File: config.mk
export PLATFORM = sky130hd
export DESIGN_NAME = i2s_rx
export DESIGN_NICKNAME = d
export VERILOG_FILES = /design/src/rtl/i2s_pkg.sv /design/src/rtl/i2s_sync.sv /design/src/rtl/i2s_rx.sv
export SDC_FILE = /design/constraint.sdc
export NUM_CORES = 1
export LEC_CHECK = 0
export CAP_MARGIN = 20
export CELL_PAD_IN_SITES_DETAIL_PLACEMENT = 1
export CELL_PAD_IN_SITES_GLOBAL_PLACEMENT = 1
export CORE_MARGIN = 4
export CORE_UTILIZATION = 48
export CTS_CLUSTER_SIZE = 8
export DETAILED_ROUTE_END_ITERATION = 8
export GPL_TIMING_DRIVEN = 0
export PLACE_DENSITY_LB_ADDON = 0.15
export SLEW_MARGIN = 10
export SYNTH_ARGS = -nofsm -noshare
export SYNTH_HDL_FRONTEND = slang
export SYNTH_SLANG_ARGS = --single-unit
File: constraint.sdc
create_clock -name clk -period 5 [get_ports clk]
set_input_delay 0.5 -clock clk [delete_from_list [all_inputs] [get_ports clk]]
set_output_delay 0.5 -clock clk [all_outputs]
set_load 0.005 [all_outputs]
File: src/rtl/i2s_pkg.sv
// i2s_pkg: shared types and constants for the I2S slave receiver.
//   i2s_state_e       receiver lock state (idle, seeking left-slot start, running)
//   I2S_CNT_W         width of the in-slot bit position counter
//   I2S_CNT_MAX       saturation value of that counter
//   I2S_DEFAULT_WIDTH default sample width
`timescale 1ns/1ps
package i2s_pkg;
    localparam int unsigned I2S_CNT_W = 6;
    localparam logic [I2S_CNT_W-1:0] I2S_CNT_MAX = 6'd63;
    localparam int unsigned I2S_DEFAULT_WIDTH = 16;

    typedef enum logic [1:0] {
        StIdle,
        StSeek,
        StRun
    } i2s_state_e;
endpackage

File: src/rtl/i2s_sync.sv
// i2s_sync: multi-stage synchronizer for one asynchronous I2S pin, followed by a
// one-flop delay used for edge detection.
//   clk      sysclk
//   rst      asynchronous active-high reset
//   pin_i    raw asynchronous pin
//   level_o  synchronized pin level
//   rise_o   one-clk pulse on a synchronized 0->1 transition
//   fall_o   one-clk pulse on a synchronized 1->0 transition
`timescale 1ns/1ps
module i2s_sync #(
    parameter int unsigned SYNC_STAGES = 2
) (
    input  logic clk,
    input  logic rst,
    input  logic pin_i,
    output logic level_o,
    output logic rise_o,
    output logic fall_o
);
    logic [SYNC_STAGES-1:0] sync_q, sync_d;
    logic                   dly_q, dly_d;

    always_comb begin
        sync_d = {sync_q[SYNC_STAGES-2:0], pin_i};
        dly_d  = sync_q[SYNC_STAGES-1];
    end

    always_ff @(posedge clk or posedge rst) begin
        if (rst) begin
            sync_q <= '0;
            dly_q  <= 1'b0;
        end else begin
            sync_q <= sync_d;
            dly_q  <= dly_d;
        end
    end

    assign level_o = sync_q[SYNC_STAGES-1];
    assign rise_o  = level_o & ~dly_q;
    assign fall_o  = ~level_o & dly_q;
endmodule

File: src/rtl/i2s_rx.sv
// i2s_rx: I2S slave receiver. Oversamples bck/lrck/sdata in the sysclk domain and
// deserialises standard I2S frames (lrck low = left, MSB one bck after the lrck edge,
// data sampled on rising bck). Emits one left/right pair per frame with a strobe.
//   clk           sysclk (>= 4x bck)
//   rst           asynchronous active-high reset
//   bck/lrck/sdata  I2S pins from the ADC, asynchronous to clk
//   left/right    last complete sample pair
//   sample_valid  one-clk pulse when left/right update
//   frame_err     one-clk pulse on a short slot (I2S_RX_FRAME_CHECK_EN builds only)
//   locked        high while in the run state
// Optional feature macro: I2S_RX_FRAME_CHECK_EN -- short slots abort the frame and
// force a re-lock instead of being zero-padded.
`timescale 1ns/1ps
module i2s_rx
    import i2s_pkg::*;
#(
    parameter int unsigned WIDTH       = I2S_DEFAULT_WIDTH,
    parameter int unsigned SYNC_STAGES = 2
) (
    input  logic             clk,
    input  logic             rst,
    input  logic             bck,
    input  logic             lrck,
    input  logic             sdata,
    output logic [WIDTH-1:0] left,
    output logic [WIDTH-1:0] right,
    output logic             sample_valid,
    output logic             frame_err,
    output logic             locked
);
    logic bck_s, bck_rise, bck_fall;
    logic lrck_s, lrck_rise, lrck_fall;
    logic sdata_s, sdata_rise, sdata_fall;

    i2s_sync #(.SYNC_STAGES(SYNC_STAGES)) u_sync_bck (
        .clk(clk), .rst(rst), .pin_i(bck),
        .level_o(bck_s), .rise_o(bck_rise), .fall_o(bck_fall)
    );
    i2s_sync #(.SYNC_STAGES(SYNC_STAGES)) u_sync_lrck (
        .clk(clk), .rst(rst), .pin_i(lrck),
        .level_o(lrck_s), .rise_o(lrck_rise), .fall_o(lrck_fall)
    );
    i2s_sync #(.SYNC_STAGES(SYNC_STAGES)) u_sync_sdata (
        .clk(clk), .rst(rst), .pin_i(sdata),
        .level_o(sdata_s), .rise_o(sdata_rise), .fall_o(sdata_fall)
    );

    logic unused_edges;
    assign unused_edges = ^{bck_s, bck_fall, lrck_rise, lrck_fall, sdata_rise, sdata_fall};

    i2s_state_e           state_q, state_d;
    logic                 lr_prev_q, lr_prev_d;
    logic [I2S_CNT_W-1:0] cnt_q, cnt_d;
    logic [WIDTH-1:0]     shift_q, shift_d;
    logic [WIDTH-1:0]     left_hold_q, left_hold_d;
    logic [WIDTH-1:0]     left_q, left_d;
    logic [WIDTH-1:0]     right_q, right_d;
    logic                 valid_q, valid_d;
    logic                 err_q, err_d;
    logic                 locked_q, locked_d;

    logic [31:0]          cnt_ext;
    logic [WIDTH-1:0]     word;
    logic                 slot_end;

    assign cnt_ext  = 32'(cnt_q);
    assign slot_end = lrck_s != lr_prev_q;

    // Current shift contents with this rise's bit merged in; bits past WIDTH are dropped.
    always_comb begin
        word = shift_q;
        for (int unsigned i = 0; i < WIDTH; i++) begin
            if (cnt_ext == WIDTH - 1 - i) word[i] = sdata_s;
        end
    end

`ifdef I2S_RX_FRAME_CHECK_EN
    logic short_slot;
    assign short_slot = (cnt_ext + 32'd1) < WIDTH;
`endif

    always_comb begin
        state_d     = state_q;
        lr_prev_d   = lr_prev_q;
        cnt_d       = cnt_q;
        shift_d     = shift_q;
        left_hold_d = left_hold_q;
        left_d      = left_q;
        right_d     = right_q;
        valid_d     = 1'b0;
        err_d       = 1'b0;

        if (bck_rise) begin
            lr_prev_d = lrck_s;
            if (slot_end) begin
                // Shift is cleared at slot start so a short slot pads its LSBs with 0.
                shift_d = '0;
                cnt_d   = '0;
            end else begin
                shift_d = word;
                if (cnt_q != I2S_CNT_MAX) cnt_d = cnt_q + 1'b1;
            end

            unique case (state_q)
                StIdle: begin
                    shift_d = '0;
                    cnt_d   = '0;
                    state_d = StSeek;
                end
                StSeek: begin
                    // Right slot ending: the next bit is a left MSB.
                    if (slot_end && lr_prev_q && !lrck_s) state_d = StRun;
                end
                StRun: begin
                    if (slot_end) begin
`ifdef I2S_RX_FRAME_CHECK_EN
                        if (short_slot) begin
                            err_d   = 1'b1;
                            state_d = StSeek;
                        end else
`endif
                        if (!lr_prev_q) begin
                            left_hold_d = word;
                        end else begin
                            left_d  = left_hold_q;
                            right_d = word;
                            valid_d = 1'b1;
                        end
                    end
                end
                default: state_d = StIdle;
            endcase
        end

        locked_d = state_d == StRun;
    end

    always_ff @(posedge clk or posedge rst) begin
        if (rst) begin
            state_q     <= StIdle;
            lr_prev_q   <= 1'b0;
            cnt_q       <= '0;
            shift_q     <= '0;
            left_hold_q <= '0;
            left_q      <= '0;
            right_q     <= '0;
            valid_q     <= 1'b0;
            err_q       <= 1'b0;
            locked_q    <= 1'b0;
        end else begin
            state_q     <= state_d;
            lr_prev_q   <= lr_prev_d;
            cnt_q       <= cnt_d;
            shift_q     <= shift_d;
            left_hold_q <= left_hold_d;
            left_q      <= left_d;
            right_q     <= right_d;
            valid_q     <= valid_d;
            err_q       <= err_d;
            locked_q    <= locked_d;
        end
    end

    assign left         = left_q;
    assign right        = right_q;
    assign sample_valid = valid_q;
    assign frame_err    = err_q;
    assign locked       = locked_q;
endmodule

Yosys cells after proc, flatten, opt, wreduce, memory -nomap -nowiden
Cells that the tools add are included.
{ "op_classes": {"n_addsub": 1, "n_eq_ne": 20, "mux": 28, "n_bitwise": 3, "reduce_logical": 9} }
{ "ops": {"columns": ["operator", "count"], "rows": [
  ["equality test 6 x 4 -> 1 bit, second input constant", 8],
  ["zero test 32 bit", 1],
  ["2-to-1 mux 16 bit", 2],
  ["equality test 6 x 3 -> 1 bit, second input constant", 4],
  ["2-to-1 mux 1 bit", 20],
  ["2-to-1 mux 6 bit", 3],
  ["equality test 6 x 2 -> 1 bit, second input constant", 2],
  ["AND reduction 4 bit", 2],
  ["adder 6 x 1 -> 6 bit, second input constant", 1],
  ["equality test 6 x 1 -> 1 bit, second input constant", 1],
  ["!= test 6 bit, second input constant", 1],
  ["case mux 2 bit (3 select lines)", 1],
  ["equality test 2 bit, second input constant", 2],
  ["2-to-1 mux 2 bit", 2],
  ["nonzero test 3 bit", 1],
  ["equality test 2 x 1 -> 1 bit, second input constant", 1],
  ["logical AND 1 bit", 2],
  ["zero test 2 bit", 1],
  ["inverter 1 bit", 2],
  ["AND reduction 2 bit", 1],
  ["bitwise AND 1 bit", 1],
  ["zero test 1 bit", 1],
  ["!= test 1 bit", 1]
]} }
{ "word_totals": {"reg_bits": 82, "input_bits": 5, "output_inout_bits": 35, "wordCells": 74} }

Logic depth before layout (Yosys ltp)
Gate-level depths: netlist of the first run.
{ "logic_depth": {"word_depth": 7, "mapped_depth": 9} }

By module
Synthesis of the first run repeated with hierarchy kept, for this count alone.
{ "hier_totals": {"hier_cells": 373, "hier_area_um2": 3977.6} }
{ "by_module_without_submodules": {"columns": ["mod", "instances", "cells_each", "area_per_inst_um2", "seq_area_each_um2"], "rows": [
  ["i2s_rx", 1, 355, 3696.0, 1876.8],
  ["i2s_sync", 3, 6, 93.8, 75.1]
]} }

Worst setup path before layout of the first run
No wires, ideal clock.
{ "synth_path": {"path_kind": "flip-flop to flip-flop", "start": "register lr_prev_q", "end": "register left_q[0], in the netlist left[0]", "setup_ps": 125, "arrival_ps": 1769, "path_slack_ps": 3106, "path_stages_with_launch": 8, "path_buffers": 3, "period_less_slack_ps": 1894, "cell_sequence": "dfrtp_1 ha_1 nor2b_1 clkbuf_1 and2_4 buf_6 buf_6 mux2_4"} }
{ "synth_between": {"elab_chain_len": 2} }
{ "synth_rtl": {"columns": ["item", "line", "source"], "rows": [
  ["start: declaration", "i2s_rx.sv:52", "logic lr_prev_q, lr_prev_d;"],
  ["start signal: assignment", "i2s_rx.sv:152", "lr_prev_q <= lr_prev_d;"],
  ["!= test 1 bit", "i2s_rx.sv:67", "assign slot_end = lrck_s != lr_prev_q;"],
  ["AND reduction 4 bit (no line) *", null, null],
  ["end signal: assignment", "i2s_rx.sv:156", "left_q <= left_d;"],
  ["end: declaration", "i2s_rx.sv:56", "logic [WIDTH-1:0] left_q, left_d;"]
]} }
Every way passes the cells marked *; elsewhere a longest branch is shown, timed or not.
A chain may end at the register's enable or synchronous reset.

Worst setup path in the final report of the first run
{ "layout_path": {"start": "register lr_prev_q", "end": "register left_hold_q[11]"} }
{ "layout_between": {"elab_chain_len": 2} }
{ "layout_rtl": {"columns": ["item", "line", "source"], "rows": [
  ["!= test 1 bit / inverter 1 bit (equally long branches)", null, null],
  ["AND reduction 4 bit (no line) *", null, null],
  ["end signal: assignment", "i2s_rx.sv:155", "left_hold_q <= left_hold_d;"],
  ["end: declaration", "i2s_rx.sv:55", "logic [WIDTH-1:0] left_hold_q, left_hold_d;"]
]} }
Marked as above.

==> run summary, run 1 <==
First-pass GRT wire length: 18800 µm
Post-Syn Area: 3840 µm²
CP Max Fanout: 10
PortBufs: 38
Crit end category: flop
Die span in x: 97.4 µm
Post-route clock period utilization: 46.6%
Most used routing layer: met2
Status: finished, final reports clean
Ant. Diodes: 0
Most frequent cells in the layout: 82 x dfrtp_1, 38 x clkdlybuf4s50_1, 35 x nand3_1, 34 x a21oi_1, 34 x a31oi_1
Vias in the first global route: 3498
Initial antenna violation count: 0
Routed WL: 11200 µm
Post-DP HPWL: 7860 µm
Pwr/cell area: 407 nW/µm²
Post-CTS sizing: 0
Average wire per standard cell: 21.5 µm
Post-synth cell types: 46
Die Height: 97.4 µm
Setup violators final: 0
Final hold violation count: 0
CTS H-tree depth: 3
CP delay by family, top: simple AND/OR/NAND/NOR gates
Flops & latches, synth: 82
Least-Margin Pin Slew: 0.753 ns
Main synth FF type: dfrtp_1
Critical-path cell list: ha_1, nor2_1, and2_1, clkbuf_2, buf_2, a31oi_1
1st-pass router iterations: 4
Yosys Warn Count: 0
Seq/Total Area, Yosys: 53.5%
Core ar.: 7770 µm²
Register-to-Register Setup Slack: 2.67 ns
Vias/cell: 6.20
Max Clk Rate: 430 MHz
Initial core utilization: 49.4%
Gr usage total: 24.5%
EDFF count, synth: 0
Gpl congestion: 0.884
CTS Root Cell: clkbuf_8
Int Power: 0.00127 W
Synth Net Count: 375
Top-Level Pins: 40
GR met3 Demand/Resource: 5.38%
Synth-to-layout area growth: 19.9%
Setup TNS: 0 ns
Critical path type: reg2reg
CTS Sinks: 82
Synthesized area per cell: 10.5 µm²
LEAKAGE: 2.01 nW
Crit path DAT: 2.56 ns
Worst-Skew Late Latency: 0.37 ns
Most common cell after layout, fill and taps aside: dfrtp_1
Grt ovf: 0
Critical Path Slowest Stage Cell: nor2_1
DRC errors left: 0
Num CTS Buffers: 9
Synth async-reset ratio: 100%
Flop pwr share: 47.2%
Final nets: 425
Worst setup SP type: flop
Final Core Density: 59.2%
Post-layout min period: 2.33 ns
Met2 usage: 40.3%
Comb pwr share: 23.0%
Switching part of the total: 32.2%
Hold Crit Class: reg2reg
TritonCTS clock tree: built
Setup bufs post-CTS: 0
Antenna-violating nets left: 0
WP data required: 5.24 ns
Share of layout cells above drive strength 1: 13.4%
Met1 usage: 32.0%
Power share of the clock group: 29.7%
Hold buffers post-CTS: 0
Mapped Cells: 364
Unrepaired setup endpoints after global routing: false
DIE AREA: 9490 µm²
Worst-path clk slew: 0.10 ns
Sw power: 0.000604 W
Largest net degree at the start of global routing: 63
Normalized max-slew margin: 49.6%
Total of max-cap violations: 0
Initial drt markers: 226
Slowest stage delay, CP: 0.59 ns
Clock Path Buffers: 2
Final Skew: 0.0114 ns
Number of cell rows: 32
Crit path buffers/inverters: 2
Worst-case vdd ir drop: 0.000252 V
Final Max Tran Viols: 0
Vias: 3231
==> power by group through the flow <==
stage          Clock [W]  Sequential, W  Combinational [W]
6_report        0.000557       0.000885           0.000432
5_1_grt         0.000597       0.000901           0.000476
4_1_cts         0.000558       0.000884           0.000434
3_5_place_dp           0       0.000895           0.000428
3_3_place_gp           0       0.000884           0.000400
2_1_floorplan          0       0.000870           0.000229
==> path summary, 6_finish.rpt <==
check	startpoint	end	cells after the start
max reg2reg	lr_prev_q	left_hold_q[11]	6
min	u_sync_sdata.sync_q[0]	u_sync_sdata.sync_q[1]	0
min in group asynchronous	rst	state_q[1]	2
max	lr_prev_q	left_hold_q[11]	6
min reg2reg	u_sync_sdata.sync_q[0]	u_sync_sdata.sync_q[1]	0
max in group asynchronous	rst	shift_q[4]	3
==> state kept, by name (all words and copies together), names as in the netlist <==
register	cells
u_sync_bck.sync_q	2
u_sync_lrck.sync_q	2
u_sync_bck.dly_q	1
state_q	2
cnt_q	6
sample_valid	1
lr_prev_q	1
left_hold_q	16
right	16
shift_q	16
u_sync_sdata.sync_q	2
left	16
locked	1
==> metrics by stage <==
| stage | instances | area [µm²] | power (W) | hold slack, ns | setup slack (ns) |
|---|---|---|---|---|---|
| 2_1_floorplan | 364 | 3840 | 0.00110 | 0.331 | 2.39 |
| 3_3_place_gp | 504 | 4350 | 0.00128 | 0.333 | 1.04 |
| 3_5_place_dp | 505 | 4380 | 0.00132 | 0.337 | 2.74 |
| 4_1_cts | 521 | 4600 | 0.00188 | 0.357 | 2.71 |
| 5_1_grt | 521 | 4600 | 0.00197 | 0.364 | 2.54 |
| 6_report | 521 | 4600 | 0.00187 | 0.354 | 2.67 |
==> logic make-up (layout without fill, tap and decap cells) <==
kind of cell	after synthesis	count (layout)	share of synthesized area, %
other cells	1	1	0.0977
flops	82	82	53.5
compound gates	116	116	18.5
simple gates	100	100	15.2
buf+inv	42	97	5.54
fa+ha+maj	6	6	1.96
mux	17	17	5.25
==> synthesized netlist by cell type (2+ instances only) <==
library cell / instances / share of area (%)
and2_1: 2 / 0.33
buf_6: 5 / 1.5
nand2b_1: 2 / 0.33
mux2_2: 13 / 3.8
dfrtp_1: 82 / 53
o21ai_0: 14 / 1.8
o21ai_1: 3 / 0.39
o211ai_1: 15 / 2.9
nand2_1: 22 / 2.2
and3b_1: 2 / 0.46
buf_2: 7 / 0.91
mux2_4: 3 / 1.2
nor4b_2: 2 / 0.78
inv_1: 9 / 0.88
a31oi_1: 34 / 5.5
o311ai_0: 2 / 0.46
buf_4: 2 / 0.39
o22ai_1: 2 / 0.33
ha_1: 6 / 2.0
o22a_1: 2 / 0.46
o31ai_1: 5 / 0.98
nor2_1: 4 / 0.39
nand3_1: 35 / 4.6
clkbuf_1: 18 / 1.8
nand4_1: 16 / 2.6
a41oi_1: 2 / 0.46
a21oi_1: 34 / 4.4
nor2b_1: 3 / 0.49
==> final cells by class <==
class	count	area, µm²
plain buffers	33	179
clock buffers	9	124
clock inverters	7	100
fillers	853	3170
inverters	9	36.3
multi-input cells	240	1570
flip-flops and latches	82	2050
well taps	102	128
repair buffers	39	408
==> metal layers <==
layer	wire length [µm]	up-vias
met5	0	-
met2	5670	101
li1	-	1462
met4	220	0
met3	516	18
met1	4780	1650
(Power assumes the default switching activity.)
==> run 2, diff against run 1 <==
--- a/config.mk
+++ b/config.mk
@@ -9,7 +9,7 @@
 export CELL_PAD_IN_SITES_DETAIL_PLACEMENT = 1
 export CELL_PAD_IN_SITES_GLOBAL_PLACEMENT = 1
 export CORE_MARGIN = 4
-export CORE_UTILIZATION = 48
+export CORE_UTILIZATION = 40
 export CTS_CLUSTER_SIZE = 8
 export DETAILED_ROUTE_END_ITERATION = 8
 export GPL_TIMING_DRIVEN = 0
==> constraint.sdc (replaced) <==
create_clock -name clk -period 2.1 [get_ports clk]
set_input_delay 0.21 -clock clk [delete_from_list [all_inputs] [get_ports clk]]
set_output_delay 0.21 -clock clk [all_outputs]
set_load 0.005 [all_outputs]
==> run summary, run 2 (synthesis results as in run 1) <==
Status: finished, final reports clean (unchanged)
Final Max Tran Viols: 0 (unchanged)
Vias: 3178 (was 3231)
DIE AREA: 11200 µm² (was 9490 µm²)
Final hold violation count: 0 (unchanged)
Post-DP HPWL: 7700 µm (was 7860 µm)
Placed insts: 533 (was 505)
Final nets: 424 (was 425)
Worst setup SP type: flop (unchanged)
Gpl congestion: 0.799 (was 0.884)
LEAKAGE: 2.01 nW (about the same)
Switching part of the total: 31.0% (was 32.2%)
Num CTS Buffers: 9 (unchanged)
Setup TNS: 0 ns (unchanged)
Crit path DAT: 2.23 ns (was 2.56 ns)
Int Power: 0.00307 W (was 0.00127 W)
R2R depth: 5 (was 6)
PortBufs: 38 (unchanged)
Core ar.: 9280 µm² (was 7770 µm²)
TritonCTS clock tree: built (unchanged)
Worst-Skew Late Latency: 0.36 ns (was 0.37 ns)
WP data required: 2.32 ns (was 5.24 ns)
Setup violators final: 0 (unchanged)
Number of cell rows: 35 (was 32)
Vias in the first global route: 3278 (was 3498)
Routed WL: 10700 µm (was 11200 µm)
Total of max-cap violations: 0 (unchanged)
Worst-path clk slew: 0.09 ns (was 0.10 ns)
CTS H-tree depth: 3 (unchanged)
Initial antenna violation count: 0 (unchanged)
Average wire per standard cell: 19.6 µm (was 21.5 µm)
Sw power: 0.00138 W (was 0.000604 W)
Largest net degree at the start of global routing: 32 (was 63)
Initial core utilization: 41.3% (was 49.4%)
Critical path type: reg2reg (unchanged)
Pwr/cell area: 952 nW/µm² (was 407 nW/µm²)
First-pass GRT wire length: 17700 µm (was 18800 µm)
Synth-to-layout area growth: 21.7% (was 19.9%)
Die span in x: 106 µm (was 97.4 µm)
Comb pwr share: 22.9% (was 23.0%)
Hold Crit Class: in2async (was reg2reg)
Most frequent cells in the layout: 82 x dfrtp_1, 38 x clkdlybuf4s50_1, 35 x nand3_1, 34 x a21oi_1, 34 x a31oi_1 (unchanged)
Clock Path Buffers: 2 (unchanged)
Top-Level Pins: 40 (unchanged)
Grt ovf: 0 (unchanged)
Gr usage total: 20.0% (was 24.5%)
Post-layout min period: 2.00 ns (was 2.33 ns)
Flop pwr share: 47.1% (was 47.2%)
Final Skew: 0.0148 ns (was 0.0114 ns)
Least-Margin Pin Slew: 0.667 ns (was 0.753 ns)
Power share of the clock group: 30.0% (was 29.7%)
DRC errors left: 0 (unchanged)
Most common cell after layout, fill and taps aside: dfrtp_1 (unchanged)
CP Launch Point: cnt_q[1] (was lr_prev_q)
Normalized max-slew margin: 55.1% (was 49.6%)
Initial drt markers: 217 (was 226)
Finished Layout Cells: 547 (was 521)
Max Clk Rate: 499 MHz (was 430 MHz)
Post-route clock period utilization: 95.4% (was 46.6%)
Ant. Diodes: 0 (unchanged)
Share of layout cells above drive strength 1: 14.8% (was 13.4%)
Unrepaired setup endpoints after global routing: false (unchanged)
Worst-case vdd ir drop: 0.000374 V (was 0.000252 V)
CTS Root Cell: clkbuf_8 (unchanged)
1st-pass router iterations: 4 (unchanged)
Vias/cell: 5.81 (was 6.20)
Antenna-violating nets left: 0 (unchanged)
CTS Sinks: 82 (unchanged)
Crit end category: flop (unchanged)
CP Max Fanout: 9 (was 10)
RR Startpoint: cnt_q[1] (was lr_prev_q)
Die Height: 106 µm (was 97.4 µm)
run 2: cell types whose count changed in the layout (fill, tap and decap cells not counted), sizes merged:
cell / before / now
inv: 11 / 10
clkbuf: 28 / 27
clkinvlp: 0 / 2
buf: 15 / 17
clkinv: 3 / 0
run 2: cell type report:
cell class | instances | area [µm²]
buffer | 31 | 176
clock buffer | 11 | 141
clock inverter | 5 | 85.1
fill | 1052 | 4610
inverter | 9 | 37.5
multi-input combinational | 240 | 1600
sequential | 82 | 2050
tap | 129 | 161
timing repair buffer | 40 | 420
run 2: final timing paths:
| check | to | slack [ns] |
|---|---|---|
| max | right[10] | 0.1 |
| min | u_sync_lrck.sync_q[0] | 0.28 |
| max reg2reg | right[10] | 0.1 |
| min reg2reg | u_sync_bck.sync_q[1] | 0.36 |
| max in group asynchronous | left[2] | 1.05 |
| min in group clk | u_sync_lrck.sync_q[0] | 0.28 |
run 2: power by group through the flow:
| stage | Sequential (W) | Clock, W | Combinational [W] |
|---|---|---|---|
| final | 0.00210 | 0.00133 | 0.00102 |
| after global routing | 0.00214 | 0.00143 | 0.00112 |
| after CTS | 0.00210 | 0.00136 | 0.00101 |
| after detailed placement | 0.00213 | 0 | 0.00101 |
| after global placement | 0.00211 | 0 | 0.000966 |
| after floorplan | 0.00207 | 0 | 0.000546 |
run 2: repair_timing:
| item | in CTS | in global routing |
|---|---|---|
| resized for setup | 3 | 7 |
| endpoints found under the setup margin | 33 | 34 |
| setup buffers | 0 | 0 |
| cloned | 0 | 0 |
| hold buffers | 0 | 0 |
run 2: critical path, stage by stage, from the launching register on:
cell	delay [ns]
dfrtp_1	0.44
inv_1	0.11
ha_1	0.47
inv_1	0.30
o21ai_0	0.38
a31oi_1	0.16
run 2: metal layers:
layer | up-vias | track usage (%) | routed length [µm]
met1 | 1625 | 27.0 | 4910
met5 | - | 0 | 0
met3 | 10 | 3.10 | 515
met2 | 81 | 33.4 | 5150
li1 | 1462 | - | -
met4 | 0 | 5.74 | 134
run 2: metrics by stage:
| stage | util (%) | setup WS (ns) | area (µm²) | hold WS, ns | total power (W) |
|---|---|---|---|---|---|
| final | 50.3 | 0.0971 | 4670 | 0.276 | 0.00445 |
| after global routing | 50.3 | 0.00540 | 4670 | 0.267 | 0.00469 |
| after CTS | 50.1 | 0.0123 | 4650 | 0.269 | 0.00447 |
| after detailed placement | 47.6 | -0.161 | 4420 | 0.336 | 0.00313 |
| after global placement | 47.2 | -0.130 | 4380 | 0.333 | 0.00307 |
| after floorplan | - | 0.206 | 3840 | 0.241 | 0.00262 |
